File: src/rtl/multicycle_ctrl_if.sv
// Controller <-> datapath bundle for the multi-cycle sequencer.
// master = sequencer (drives pc and strobes), slave = datapath / stimulus side.
interface multicycle_ctrl_if #(
  parameter int CNT_W = 16
);
  logic             start;
  logic [31:0]      ins;
  logic             zero;
  logic [31:0]      imm;
  logic [31:0]      jTarget;
  logic [31:0]      pc;
  logic             RegWrite;
  logic             ALUSrc;
  logic             MemRead;
  logic             MemWrite;
  logic             Mem2Reg;
  logic [2:0]       op;
  logic             busy;
  logic             illegal;
  logic [CNT_W-1:0] retired;

  modport master (
    input  start, ins, zero, imm, jTarget,
    output pc, RegWrite, ALUSrc, MemRead, MemWrite, Mem2Reg, op, busy, illegal, retired
  );

  modport slave (
    output start, ins, zero, imm, jTarget,
    input  pc, RegWrite, ALUSrc, MemRead, MemWrite, Mem2Reg, op, busy, illegal, retired
  );
endinterface

File: src/rtl/multicycle_ctrl.sv
// Multi-cycle sequencer: owns pc and IR, walks FETCH..WB, decodes datapath strobes from state + IR.
// Strobes are combinational from registered state; pc/retired advance on the edge leaving an instruction.
module multicycle_ctrl #(
  parameter logic [31:0] RESET_PC = 32'h0000_0028,
  parameter int          CNT_W    = 16
) (
  input  logic              clk,
  input  logic              reset,
  multicycle_ctrl_if.master bus
);
  typedef enum logic [2:0] {
    S_IDLE, S_FETCH, S_DECODE, S_EXEC, S_MEM, S_WB, S_HALT
  } state_e;

  typedef enum logic [2:0] {
    C_RTYPE, C_IALU, C_LOAD, C_STORE, C_BRANCH, C_JAL, C_BAD
  } cls_e;

  localparam logic [6:0] OPC_R    = 7'h33;
  localparam logic [6:0] OPC_IALU = 7'h13;
  localparam logic [6:0] OPC_LOAD = 7'h03;
  localparam logic [6:0] OPC_STOR = 7'h23;
  localparam logic [6:0] OPC_BEQ  = 7'h63;
  localparam logic [6:0] OPC_JAL  = 7'h6f;

  localparam logic [2:0] ALU_AND = 3'b000;
  localparam logic [2:0] ALU_OR  = 3'b001;
  localparam logic [2:0] ALU_ADD = 3'b010;
  localparam logic [2:0] ALU_SUB = 3'b110;

  state_e           state_q, state_d;
  logic [31:0]      pc_q, pc_d;
  logic [31:0]      ir_q, ir_d;
  logic [CNT_W-1:0] retired_q, retired_d;
  logic             illegal_q, illegal_d;

  cls_e             cls;
  logic [2:0]       rtype_op;
  logic             retire;

  logic             reg_write;
  logic             alu_src;
  logic             mem_read;
  logic             mem_write;
  logic             mem2reg;
  logic [2:0]       alu_op;

  always_comb begin
    cls      = C_BAD;
    rtype_op = ALU_ADD;
    case (ir_q[6:0])
      OPC_R: begin
        cls = C_RTYPE;
        case (ir_q[14:12])
          3'b000:  rtype_op = ir_q[30] ? ALU_SUB : ALU_ADD;
          3'b110:  rtype_op = ALU_OR;
          3'b111:  rtype_op = ALU_AND;
          default: cls = C_BAD;
        endcase
      end
      OPC_IALU: cls = C_IALU;
      OPC_LOAD: cls = C_LOAD;
      OPC_STOR: cls = C_STORE;
      OPC_BEQ:  cls = C_BRANCH;
      OPC_JAL:  cls = C_JAL;
      default:  cls = C_BAD;
    endcase
  end

  always_comb begin
    state_d   = state_q;
    pc_d      = pc_q;
    ir_d      = ir_q;
    retired_d = retired_q;
    illegal_d = illegal_q;
    retire    = 1'b0;

    case (state_q)
      S_IDLE: begin
        if (bus.start) begin
          state_d = S_FETCH;
        end
      end
      S_FETCH: begin
        ir_d    = bus.ins;
        state_d = S_DECODE;
      end
      S_DECODE: begin
        if (cls == C_BAD) begin
          illegal_d = 1'b1;
          state_d   = S_HALT;
        end else begin
          state_d = S_EXEC;
        end
      end
      S_EXEC: begin
        case (cls)
          C_LOAD, C_STORE: state_d = S_MEM;
          C_BRANCH:        retire  = 1'b1;
          default:         state_d = S_WB;
        endcase
      end
      S_MEM: begin
        if (cls == C_LOAD) begin
          state_d = S_WB;
        end else begin
          retire = 1'b1;
        end
      end
      S_WB:    retire  = 1'b1;
      S_HALT:  state_d = S_HALT;
      default: state_d = S_IDLE;
    endcase

    // Leaving the last state of an instruction: advance pc, count it, refetch.
    if (retire) begin
      state_d   = S_FETCH;
      retired_d = retired_q + CNT_W'(1);
      if (cls == C_BRANCH && bus.zero) begin
        pc_d = pc_q + (bus.imm << 2);
      end else if (cls == C_JAL) begin
        pc_d = pc_q + (bus.jTarget << 2);
      end else begin
        pc_d = pc_q + 32'd4;
      end
    end
  end

  always_ff @(posedge clk) begin
    if (reset) begin
      state_q   <= S_IDLE;
      pc_q      <= RESET_PC;
      ir_q      <= '0;
      retired_q <= '0;
      illegal_q <= 1'b0;
    end else begin
      state_q   <= state_d;
      pc_q      <= pc_d;
      ir_q      <= ir_d;
      retired_q <= retired_d;
      illegal_q <= illegal_d;
    end
  end

  // Strobes are masked by reset so nothing fires in the cycle reset is applied.
  always_comb begin
    reg_write = 1'b0;
    alu_src   = 1'b0;
    mem_read  = 1'b0;
    mem_write = 1'b0;
    mem2reg   = 1'b0;
    alu_op    = ALU_ADD;
    if (!reset) begin
      case (state_q)
        S_EXEC: begin
          case (cls)
            C_RTYPE:  alu_op  = rtype_op;
            C_BRANCH: alu_op  = ALU_SUB;
            C_IALU, C_LOAD, C_STORE, C_JAL: alu_src = 1'b1;
            default:  alu_op  = ALU_ADD;
          endcase
        end
        S_MEM: begin
          mem_read  = (cls == C_LOAD);
          mem_write = (cls == C_STORE);
        end
        S_WB: begin
          reg_write = 1'b1;
          mem_read  = (cls == C_LOAD);
          mem2reg   = (cls == C_LOAD);
        end
        default: alu_op = ALU_ADD;
      endcase
    end
  end

  assign bus.pc       = pc_q;
  assign bus.RegWrite = reg_write;
  assign bus.ALUSrc   = alu_src;
  assign bus.MemRead  = mem_read;
  assign bus.MemWrite = mem_write;
  assign bus.Mem2Reg  = mem2reg;
  assign bus.op       = alu_op;
  assign bus.busy     = (state_q != S_IDLE) && (state_q != S_HALT);
  assign bus.illegal  = illegal_q;
  assign bus.retired  = retired_q;
endmodule

File: src/flat_wrapper.sv
// flat-port wrapper written by rule: the top's interface ports become plain ports
module multicycle_ctrl_flat 
#(
  parameter logic [31:0] RESET_PC = 32'h0000_0028,
  parameter int          CNT_W    = 16
)
  (clk, reset, bus_start, bus_ins, bus_zero, bus_imm, bus_jTarget, bus_pc, bus_RegWrite, bus_ALUSrc, bus_MemRead, bus_MemWrite, bus_Mem2Reg, bus_op, bus_busy, bus_illegal, bus_retired);
  multicycle_ctrl_if #(.CNT_W(CNT_W)) bus_i ();
  input  logic clk;
  input  logic reset;
  input wire logic [$bits(bus_i.start)-1:0] bus_start;
  input wire logic [$bits(bus_i.ins)-1:0] bus_ins;
  input wire logic [$bits(bus_i.zero)-1:0] bus_zero;
  input wire logic [$bits(bus_i.imm)-1:0] bus_imm;
  input wire logic [$bits(bus_i.jTarget)-1:0] bus_jTarget;
  output wire logic [$bits(bus_i.pc)-1:0] bus_pc;
  output wire logic [$bits(bus_i.RegWrite)-1:0] bus_RegWrite;
  output wire logic [$bits(bus_i.ALUSrc)-1:0] bus_ALUSrc;
  output wire logic [$bits(bus_i.MemRead)-1:0] bus_MemRead;
  output wire logic [$bits(bus_i.MemWrite)-1:0] bus_MemWrite;
  output wire logic [$bits(bus_i.Mem2Reg)-1:0] bus_Mem2Reg;
  output wire logic [$bits(bus_i.op)-1:0] bus_op;
  output wire logic [$bits(bus_i.busy)-1:0] bus_busy;
  output wire logic [$bits(bus_i.illegal)-1:0] bus_illegal;
  output wire logic [$bits(bus_i.retired)-1:0] bus_retired;
  assign bus_i.start = bus_start;
  assign bus_i.ins = bus_ins;
  assign bus_i.zero = bus_zero;
  assign bus_i.imm = bus_imm;
  assign bus_i.jTarget = bus_jTarget;
  assign bus_pc = bus_i.pc;
  assign bus_RegWrite = bus_i.RegWrite;
  assign bus_ALUSrc = bus_i.ALUSrc;
  assign bus_MemRead = bus_i.MemRead;
  assign bus_MemWrite = bus_i.MemWrite;
  assign bus_Mem2Reg = bus_i.Mem2Reg;
  assign bus_op = bus_i.op;
  assign bus_busy = bus_i.busy;
  assign bus_illegal = bus_i.illegal;
  assign bus_retired = bus_i.retired;
  multicycle_ctrl #(.RESET_PC(RESET_PC), .CNT_W(CNT_W)) u_core (.clk(clk), .reset(reset), .bus(bus_i));
endmodule
File: config.mk
export PLATFORM = sky130hd
export DESIGN_NAME = multicycle_ctrl_flat
export DESIGN_NICKNAME = d
export VERILOG_FILES = /design/src/rtl/multicycle_ctrl_if.sv /design/src/rtl/multicycle_ctrl.sv /design/src/flat_wrapper.sv
export SDC_FILE = /design/constraint.sdc
export NUM_CORES = 1
export LEC_CHECK = 0
export ABC_CLOCK_PERIOD_IN_PS = 4200
export BUFFER_PORTS_ARGS = -buffer_cell sky130_fd_sc_hd__buf_2
export CAP_MARGIN = 20
export CORE_ASPECT_RATIO = 0.9
export CORE_MARGIN = 5
export CORE_UTILIZATION = 46
export CTS_CLUSTER_SIZE = 12
export DETAILED_ROUTE_END_ITERATION = 16
export GPL_TIMING_DRIVEN = 0
export PLACE_DENSITY = 0.86
export SKIP_LAST_GASP = 1
export SLEW_MARGIN = 15
export SYNTH_ARGS = -nofsm -noshare
export SYNTH_HDL_FRONTEND = slang
export SYNTH_SLANG_ARGS = --single-unit
File: constraint.sdc
create_clock -name clk -period 4.2 [get_ports clk]
set_clock_uncertainty 0.1 [all_clocks]
set_input_delay 0.84 -clock clk [delete_from_list [all_inputs] [get_ports clk]]
set_output_delay 0.84 -clock clk [all_outputs]
set_load 0.02 [all_outputs]
* Yosys cells after proc, flatten, opt, wreduce, memory -nomap -nowiden
Index checks and enable logic that the tools add are counted.
Cells by class: reduce and logical (&&, ||, !) cells 14, add/sub/neg operators 4, bitwise gates (word level) 1, multiplexer cells 30, eq/ne operators 28
Operators with widths (count):
- $add 32x32->32 | 2
- $mux 32 | 2
- $add 32x3->32 const B | 1
- $eq 3x3->1 const B | 8
- $mux 3 | 8
- $pmux 3 s7 | 1
- $pmux 3 s6 | 1
- $add 16x1->16 const B | 1
- $eq 7x6->1 const B | 2
- $eq 7x7->1 const B | 2
- $mux 1 | 14
- $eq 3x2->1 const B | 4
- $pmux 3 s2 | 2
- $logic_not 3->1 | 3
- $pmux 3 s3 | 1
- $reduce_and 4->1 | 2
- $eq 7x2->1 const B | 1
- $eq 7x5->1 const B | 1
- $eq 3x1->1 const B | 2
- $ne 3x2->1 const B | 2
- $reduce_or 2->1 | 3
- $ne 2x1->1 const B | 2
- $ne 2x2->1 const B | 2
- $reduce_or 4->1 | 1
- other kinds (8) | 9
Storage, ports and cells: input bits 100, flip-flop bits (word level) 83

* Depth between registers and ports, before layout
Gate-level depths: netlist (run 1).
depth after elaboration 9, gate-level depth with buffers 19, mapped depth without buffers 16

* Worst setup path after synthesis (run 1)
No wires, ideal clock.
path type register to register, start point register u_core.ir_q[2], end point register u_core.pc_q[30] (netlist: u_core.bus.pc[30]), cell stages (with the launch flop) 19, arrival time 3848 ps, path buffers 2, data required time 3973 ps, setup time 127 ps, slack 125 ps, path through dfxtp_1 -> or3_4 -> a311oi_2 -> o22ai_1 -> nor3b_1 -> buf_2 -> buf_2 -> a2bb2oi_1 -> ha_1 -> inv_1 -> fa_1 -> nor2b_1 -> o21ai_0 -> a21oi_1 -> o2111ai_1 -> a41oi_2 -> a31oi_1 -> a21oi_1 -> or3_1
On the way: word-level cells in the longest chain between the ends 5
RTL lines:
- start, declared | RTL line multicycle_ctrl.sv:33 | logic [31:0] ir_q, ir_d;
- start signal, assigned | RTL line multicycle_ctrl.sv:139 | ir_q <= ir_d;
- $eq 7x7->1, or another cell as far along | RTL line multicycle_ctrl.sv:51 | case (ir_q[6:0])
- $pmux 3 s6 * | RTL line multicycle_ctrl.sv:51
- $eq 3x2->1, or another cell as far along | RTL line multicycle_ctrl.sv:104 | if (cls == C_LOAD) begin
- $mux 1, or another cell as far along | RTL line multicycle_ctrl.sv:104
- $pmux 1 s3 / $mux 32 (equally long branches) | RTL line multicycle_ctrl.sv:78, multicycle_ctrl.sv:119
- end signal, assigned | RTL line multicycle_ctrl.sv:138 | pc_q <= pc_d;
- end, declared | RTL line multicycle_ctrl.sv:32 | logic [31:0] pc_q, pc_d;
Every way passes the cells marked *; elsewhere a longest branch is shown, timed or not. A chain may end at the register's enable or synchronous reset.

* Worst setup path in the final report (run 1)
start point register u_core.ir_q[3], end point register u_core.pc_q[28] (netlist: u_core.bus.pc[28])
Same word-level chain as after synthesis.

==> metrics.txt, run 1 <==
Finished Layout Cells=858; ys flop type=dfxtp_1; 1st-iter DRT viols=260; die area=11800 µm²; VDD IR-drop max=0.335 mV; Tightest Hold Check Type=flip-flop to flip-flop; sequential-to-total area share from yosys stat=27.3%; Final Cell Area=6040 µm²; Initial Utilization=46.7%; critical path class=flip-flop to flip-flop; Critical Path, Cell by Cell=or3_4, a311oi_4, buf_4, nor3b_4, buf_6, buf_12, a2bb2oi_2, ha_2, inv_2, fa_2, nor2b_2, o21ai_2, a21oi_2, o2111ai_2, a41oi_4, buf_6, a21oi_4, or4_1, nand3_1; pin count of the biggest net entering global routing=14; critical path's slowest cell=or4_1; buffers added on ports=130; H-tree depth=3; CP Buf/Inv Count=5; PwrDens=278 nW/µm²; post-synthesis cell count=565; grt total ovfl=0; Clock Latency Late Sink=0.36 ns; antenna violations before repair=0; # diodes=0; Via Count=5011; Worst-Margin Slew=0.793 ns; DRT Pass-1 Iters=5; DPL Wire Length=11.3 mm; Mean Syn Cell Area=7.92 µm²; Top delay family on crit path=compound AO/OA/AOI/OAI gates; top-count cell post-synth=dfxtp_1; number of synthesized flops with an enable pin=0; Worst EP required=4.39 ns; first-pass GRT wire length=24.2 mm; minimum clock period=4.28 ns; CTS tree=built; Rel. slew slack=47.2%; DR WL/cell=18.4 µm; Area Growth Syn to Fin=35.0%; antenna-violating nets left=0; Die W=114 µm; layout cells sized above 1=32.7%; Worst Path Max Fanout=6; violated checks=negative setup slack; Max Freq=234 MHz; Mapped Area=4470 µm²; Nets=859; clock buffer depth=2; min setup slack post-route=-0.0799 ns; Sink Count=61; final hold viol count=0; Clock transition at path regs=0.10 ns; max cap viols=0; Core Region=9570 µm²; max-slew violations=0; site row count=34; RSZ-0062 raised after global routing=yes; DP Area=5290 µm²; list of most frequent post-synthesis cells=dfxtp_1, nand2_1, nor2_1, a21oi_1, ha_1; final setup fails=8; largest cells by area after synthesis=dfxtp_1, ha_1, a22o_1; CTS root buffer=clkbuf_8; Yosys reg bits=61; Distinct cells, synth=68; hold_buf cts=0; DRC Markers=0; Crit. End Element=flip-flop; total global-route track usage=25.0%; area leader, netlist=dfxtp_1; period utilization=102%; ys async rst share=0%; Worst Path Arrival=4.47 ns; drt via density=5.84; Final GP Congestion=0.929; Startpoint Class=flip-flop; Placed Cells=822; Die Height=104 µm; Crit path largest cell delay=0.42 ns; CTS buffer count=9; Synth top area share=27.3%; vias in the first global route=4887; fillers=812; Leak Pwr=2.76 nW; most frequent CP cell=buf_6; status=finished, violations left; drt total wl=15.7 mm; top-level I/O count=158; synth warn=0
## cell type report
| type | count | area (µm²) | share of cell area, % |
|---|---|---|---|
| multi-input cells | 453 | 3320 | 55.0 |
| flip-flops and latches | 61 | 1230 | 20.3 |
| repair buffers | 154 | 861 | 14.3 |
| plain buffers | 30 | 199 | 3.29 |
| well taps | 126 | 158 | 2.61 |
| clock buffers | 9 | 124 | 2.05 |
| clock inverters | 7 | 80.1 | 1.33 |
| inverters | 18 | 67.6 | 1.12 |
## path summary, 6_finish.rpt
kind	startpoint	end	slack (ns)	depth (start not counted)
max	u_core.ir_q[3]	u_core.bus.pc[28]	-0.08	19
min	u_core.bus.pc[6]	u_core.bus.pc[6]	0.38	2
max reg2reg	u_core.ir_q[3]	u_core.bus.pc[28]	-0.08	19
min reg2reg	u_core.bus.pc[6]	u_core.bus.pc[6]	0.38	2
## report_power, final
group | switching [mW] | internal, mW
Sequential | 0.0508 | 0.621
Clock | 0.284 | 0.283
Combinational | 0.260 | 0.177
## through the flow
step	util (%)	hold slack (ns)	total power [mW]	setup TNS [ns]	worst slack, ns
5_1_grt	63.1	0.407	1.74	-1.93	-0.253
2_1_floorplan	-	0.352	0.931	0	0.125
3_3_place_gp	55.2	0.355	1.05	-7.32	-0.747
4_1_cts	60.3	0.381	1.64	-0.00879	-0.00879
6_report	63.1	0.377	1.68	-0.299	-0.0799
3_5_place_dp	55.2	0.362	1.07	-8.91	-0.834
## placed cells by master (no fill, tap or decap), drive strengths merged, types with 6 or more instances in the layout
| cell | n |
|---|---|
| clkbuf | 24 |
| or3 | 6 |
| nor3 | 15 |
| xnor2 | 8 |
| nor2b | 8 |
| a31oi | 7 |
| xor2 | 26 |
| nand2 | 57 |
| nor2 | 54 |
| nand4 | 13 |
| buf | 169 |
| mux2i | 12 |
| inv | 21 |
| nand2b | 6 |
| dfxtp | 61 |
| nand3 | 23 |
| a21o | 13 |
| a22o | 28 |
| o211ai | 7 |
| o21ai | 19 |
| or2 | 6 |
| nor3b | 6 |
| ha | 31 |
| a21oi | 41 |
## timing repair
action	4_1_cts	5_1_grt
gates resized for setup	38	38
setup buffers	9	15
pin swaps	9	23
setup endpoints to repair	21	16
## worst reg2reg max path, cell delays in order, from the launching register on
cell,delay [ns]
dfxtp_4,0.37
or3_4,0.42
a311oi_4,0.34
buf_4,0.20
nor3b_4,0.05
buf_6,0.14
buf_12,0.13
a2bb2oi_2,0.14
ha_2,0.23
inv_2,0.05
fa_2,0.34
nor2b_2,0.15
o21ai_2,0.08
a21oi_2,0.19
o2111ai_2,0.20
a41oi_4,0.33
buf_6,0.16
a21oi_4,0.07
or4_1,0.42
nand3_1,0.09
## registers in the layout, indices dropped and copies added (netlist names)
| register | flops |
|---|---|
| u_core.bus.retired | 16 |
| u_core.state_q | 3 |
| u_core.ir_q | 11 |
| u_core.bus.illegal | 1 |
| u_core.bus.pc | 30 |
## per-layer routing
metal / track usage [%] / part of all wire (%) / vias up
met3: 7.58 / 10 / 33
li1: - / - / 2397
met4: 5.34 / 1.7 / 0
met5: 0 / 0 / -
met2: 40.6 / 47 / 236
met1: 32.7 / 41 / 2345
## cells by family after synthesis
family	count (synthesis)	synth area share (%)
AO/OA/AOI/OAI	159	24.8
XOR/XNOR	34	6.66
adder cells (fa/ha/maj)	32	9.12
buffers and inverters	52	5.12
flip-flops	61	27.3
multiplexers	14	3.19
other	1	0.0838
AND/OR/NAND/NOR	212	23.8
No activity file was read; power rests on OpenSTA's default activity.
==> run 2, diff against run 1 <==
--- a/config.mk
+++ b/config.mk
@@ -8,13 +8,16 @@
 export ABC_CLOCK_PERIOD_IN_PS = 4200
 export BUFFER_PORTS_ARGS = -buffer_cell sky130_fd_sc_hd__buf_2
 export CAP_MARGIN = 20
+export CELL_PAD_IN_SITES_DETAIL_PLACEMENT = 1
+export CELL_PAD_IN_SITES_GLOBAL_PLACEMENT = 1
 export CORE_ASPECT_RATIO = 0.9
 export CORE_MARGIN = 5
-export CORE_UTILIZATION = 46
+export CORE_UTILIZATION = 33
 export CTS_CLUSTER_SIZE = 12
 export DETAILED_ROUTE_END_ITERATION = 16
 export GPL_TIMING_DRIVEN = 0
 export PLACE_DENSITY = 0.86
+export SKIP_CTS_REPAIR_TIMING = 1
 export SKIP_LAST_GASP = 1
 export SLEW_MARGIN = 15
 export SYNTH_ARGS = -nofsm -noshare
==> metrics.txt, run 2 (synthesis gave the netlist of run 1 again) <==
status=finished, violations left; violated checks=negative setup slack; commonest non-fill, non-tap cell in the layout=buf_2; CTS tree=built; CTS buffer count=9 (unchanged); DRT Pass-1 Iters=5 (unchanged); Worst EP required=4.33 ns (-0.06 ns); final hold viol count=0 (unchanged); routed wl met3=1.18 mm (-26%); drt via density=5.52 (-5.6%); Worst Path Max Fanout=6 (unchanged); final setup fails=4 (-4); Via Count=4920 (-1.8%); buffers added on ports=130 (unchanged); top-level I/O count=158 (unchanged); 1st-iter DRT viols=230 (-12%); Rel. slew slack=50.9% (+3.7 points); Fin Setup TNS=-0.578 ns (-0.280 ns); Worst Path Arrival=4.54 ns (+0.07 ns); Sink Count=61 (unchanged); DR WL/cell=19.5 µm (+6.2%); RSZ-0062 raised after global routing=yes; die area=16000 µm² (+35%); minimum clock period=4.41 ns (+0.132 ns); Area Growth Syn to Fin=36.1%; period utilization=105% (+3.1 points); pin count of the biggest net entering global routing=12 (-2); site row count=40 (+18%); Die W=133 µm (+16%); max-slew violations=0 (unchanged); PwrDens=326 nW/µm² (+18%); clock buffer depth=2 (unchanged); DRC Markers=0 (unchanged); Tightest Hold Check Type=flip-flop to flip-flop; Clock transition at path regs=0.06 ns (-0.04 ns); Final GP Congestion=0.864 (-7.0%); Setup WS pre-CTS=-0.885 ns (-0.0514 ns); grt total ovfl=0 (unchanged); Initial Utilization=33.6% (-13 points); DRT met1 WL=7.78 mm (+20%); first-pass GRT wire length=26.1 mm (+8.0%); Worst-Margin Slew=0.736 ns (-0.0562 ns); Nets=849 (-1.2%); worst hold margin=0.373 ns (-0.00438 ns); total global-route track usage=20.3% (-4.7 points); drt total wl=17.4 mm (+10%); commonest non-fill, non-tap cells in the layout=buf_2, dfxtp_1, nand2_1; VDD IR-drop max=0.294 mV (-12%); max cap viols=0 (unchanged); Die Height=120 µm (+16%); CTS root buffer=clkbuf_16; fillers=1667 (+110%); vias in the first global route=4907 (+0.41%); layout cells sized above 1=31.0% (-1.6 points); Max Freq=227 MHz (-3.0%); WL met2=8.11 mm (+9.5%); Core Region=13300 µm² (+39%); Startpoint Class=flip-flop; Clock Latency Late Sink=0.34 ns (-0.02 ns); Crit. End Element=flip-flop; critical path class=flip-flop to flip-flop; DPL Wire Length=12.2 mm (+8.0%); H-tree depth=3 (unchanged); antenna violations before repair=4 (+4); Leak Pwr=2.77 nW (+0.56%); Largest register FFs=30 (unchanged); min setup slack post-route=-0.212 ns (-0.132 ns); antenna-violating nets left=0 (unchanged); DR top layer=met5
-- run 2: routing by layer --
| metal | up-vias | track usage, % |
|---|---|---|
| met1 | 2355 | 26.5 |
| met3 | 31 | 6.07 |
| met5 | - | 0 |
| met2 | 148 | 32.7 |
| met4 | 6 | 5.58 |
| li1 | 2380 | - |
-- run 2: per-stage QoR --
stage	power, mW	std cells	cell area (µm²)	utilization [%]
final	1.99	892	6090	45.7
after floorplan	0.931	566	4480	-
after global routing	2.08	891	6090	45.7
after CTS	1.97	880	5690	42.7
after global placement	1.06	864	5340	40.1
after detailed placement	1.08	864	5340	40.1
-- run 2: worst paths after layout --
path | endpoint | slack, ns | cells past startpoint | start
setup reg to reg | u_core.bus.pc[31] | -0.21 | 17 | u_core.ir_q[3]
hold reg to reg | u_core.bus.illegal | 0.37 | 2 | u_core.bus.illegal
setup / recovery | u_core.bus.pc[31] | -0.21 | 17 | u_core.ir_q[3]
hold / removal | u_core.bus.illegal | 0.37 | 2 | u_core.bus.illegal
-- run 2: critical path: stages (launching register included) --
cell       delay [ns]
dfxtp_2          0.34
or3_4            0.42
a311oi_4         0.30
o22ai_2          0.14
nor3b_2          0.33
buf_6            0.19
buf_12           0.12
a22o_1           0.12
ha_1             0.14
buf_6            0.12
nand4_1          0.18
nor3_4           0.24
o2111ai_2        0.17
o211ai_1         0.20
nand2_1          0.19
o41ai_4          0.44
mux2i_1          0.24
mux2_1           0.33
-- run 2: area by class of cell --
cell class	instances	area (µm²)	share of cell area [%]
inverter	18	67.6	1.11
antenna	2	5.00	0.0822
tap	168	210	3.45
sequential	61	1230	20.1
buffer	31	191	3.14
clock inverter	5	106	1.75
multi-input combinational	453	3270	53.7
timing repair buffer	143	769	12.6
clock buffer	11	243	3.99
-- run 2: power breakdown --
part / switching (mW) / internal [mW] / total (mW)
Combinational: 0.259 / 0.166 / 0.425
Sequential: 0.0493 / 0.622 / 0.671
Clock: 0.293 / 0.598 / 0.891
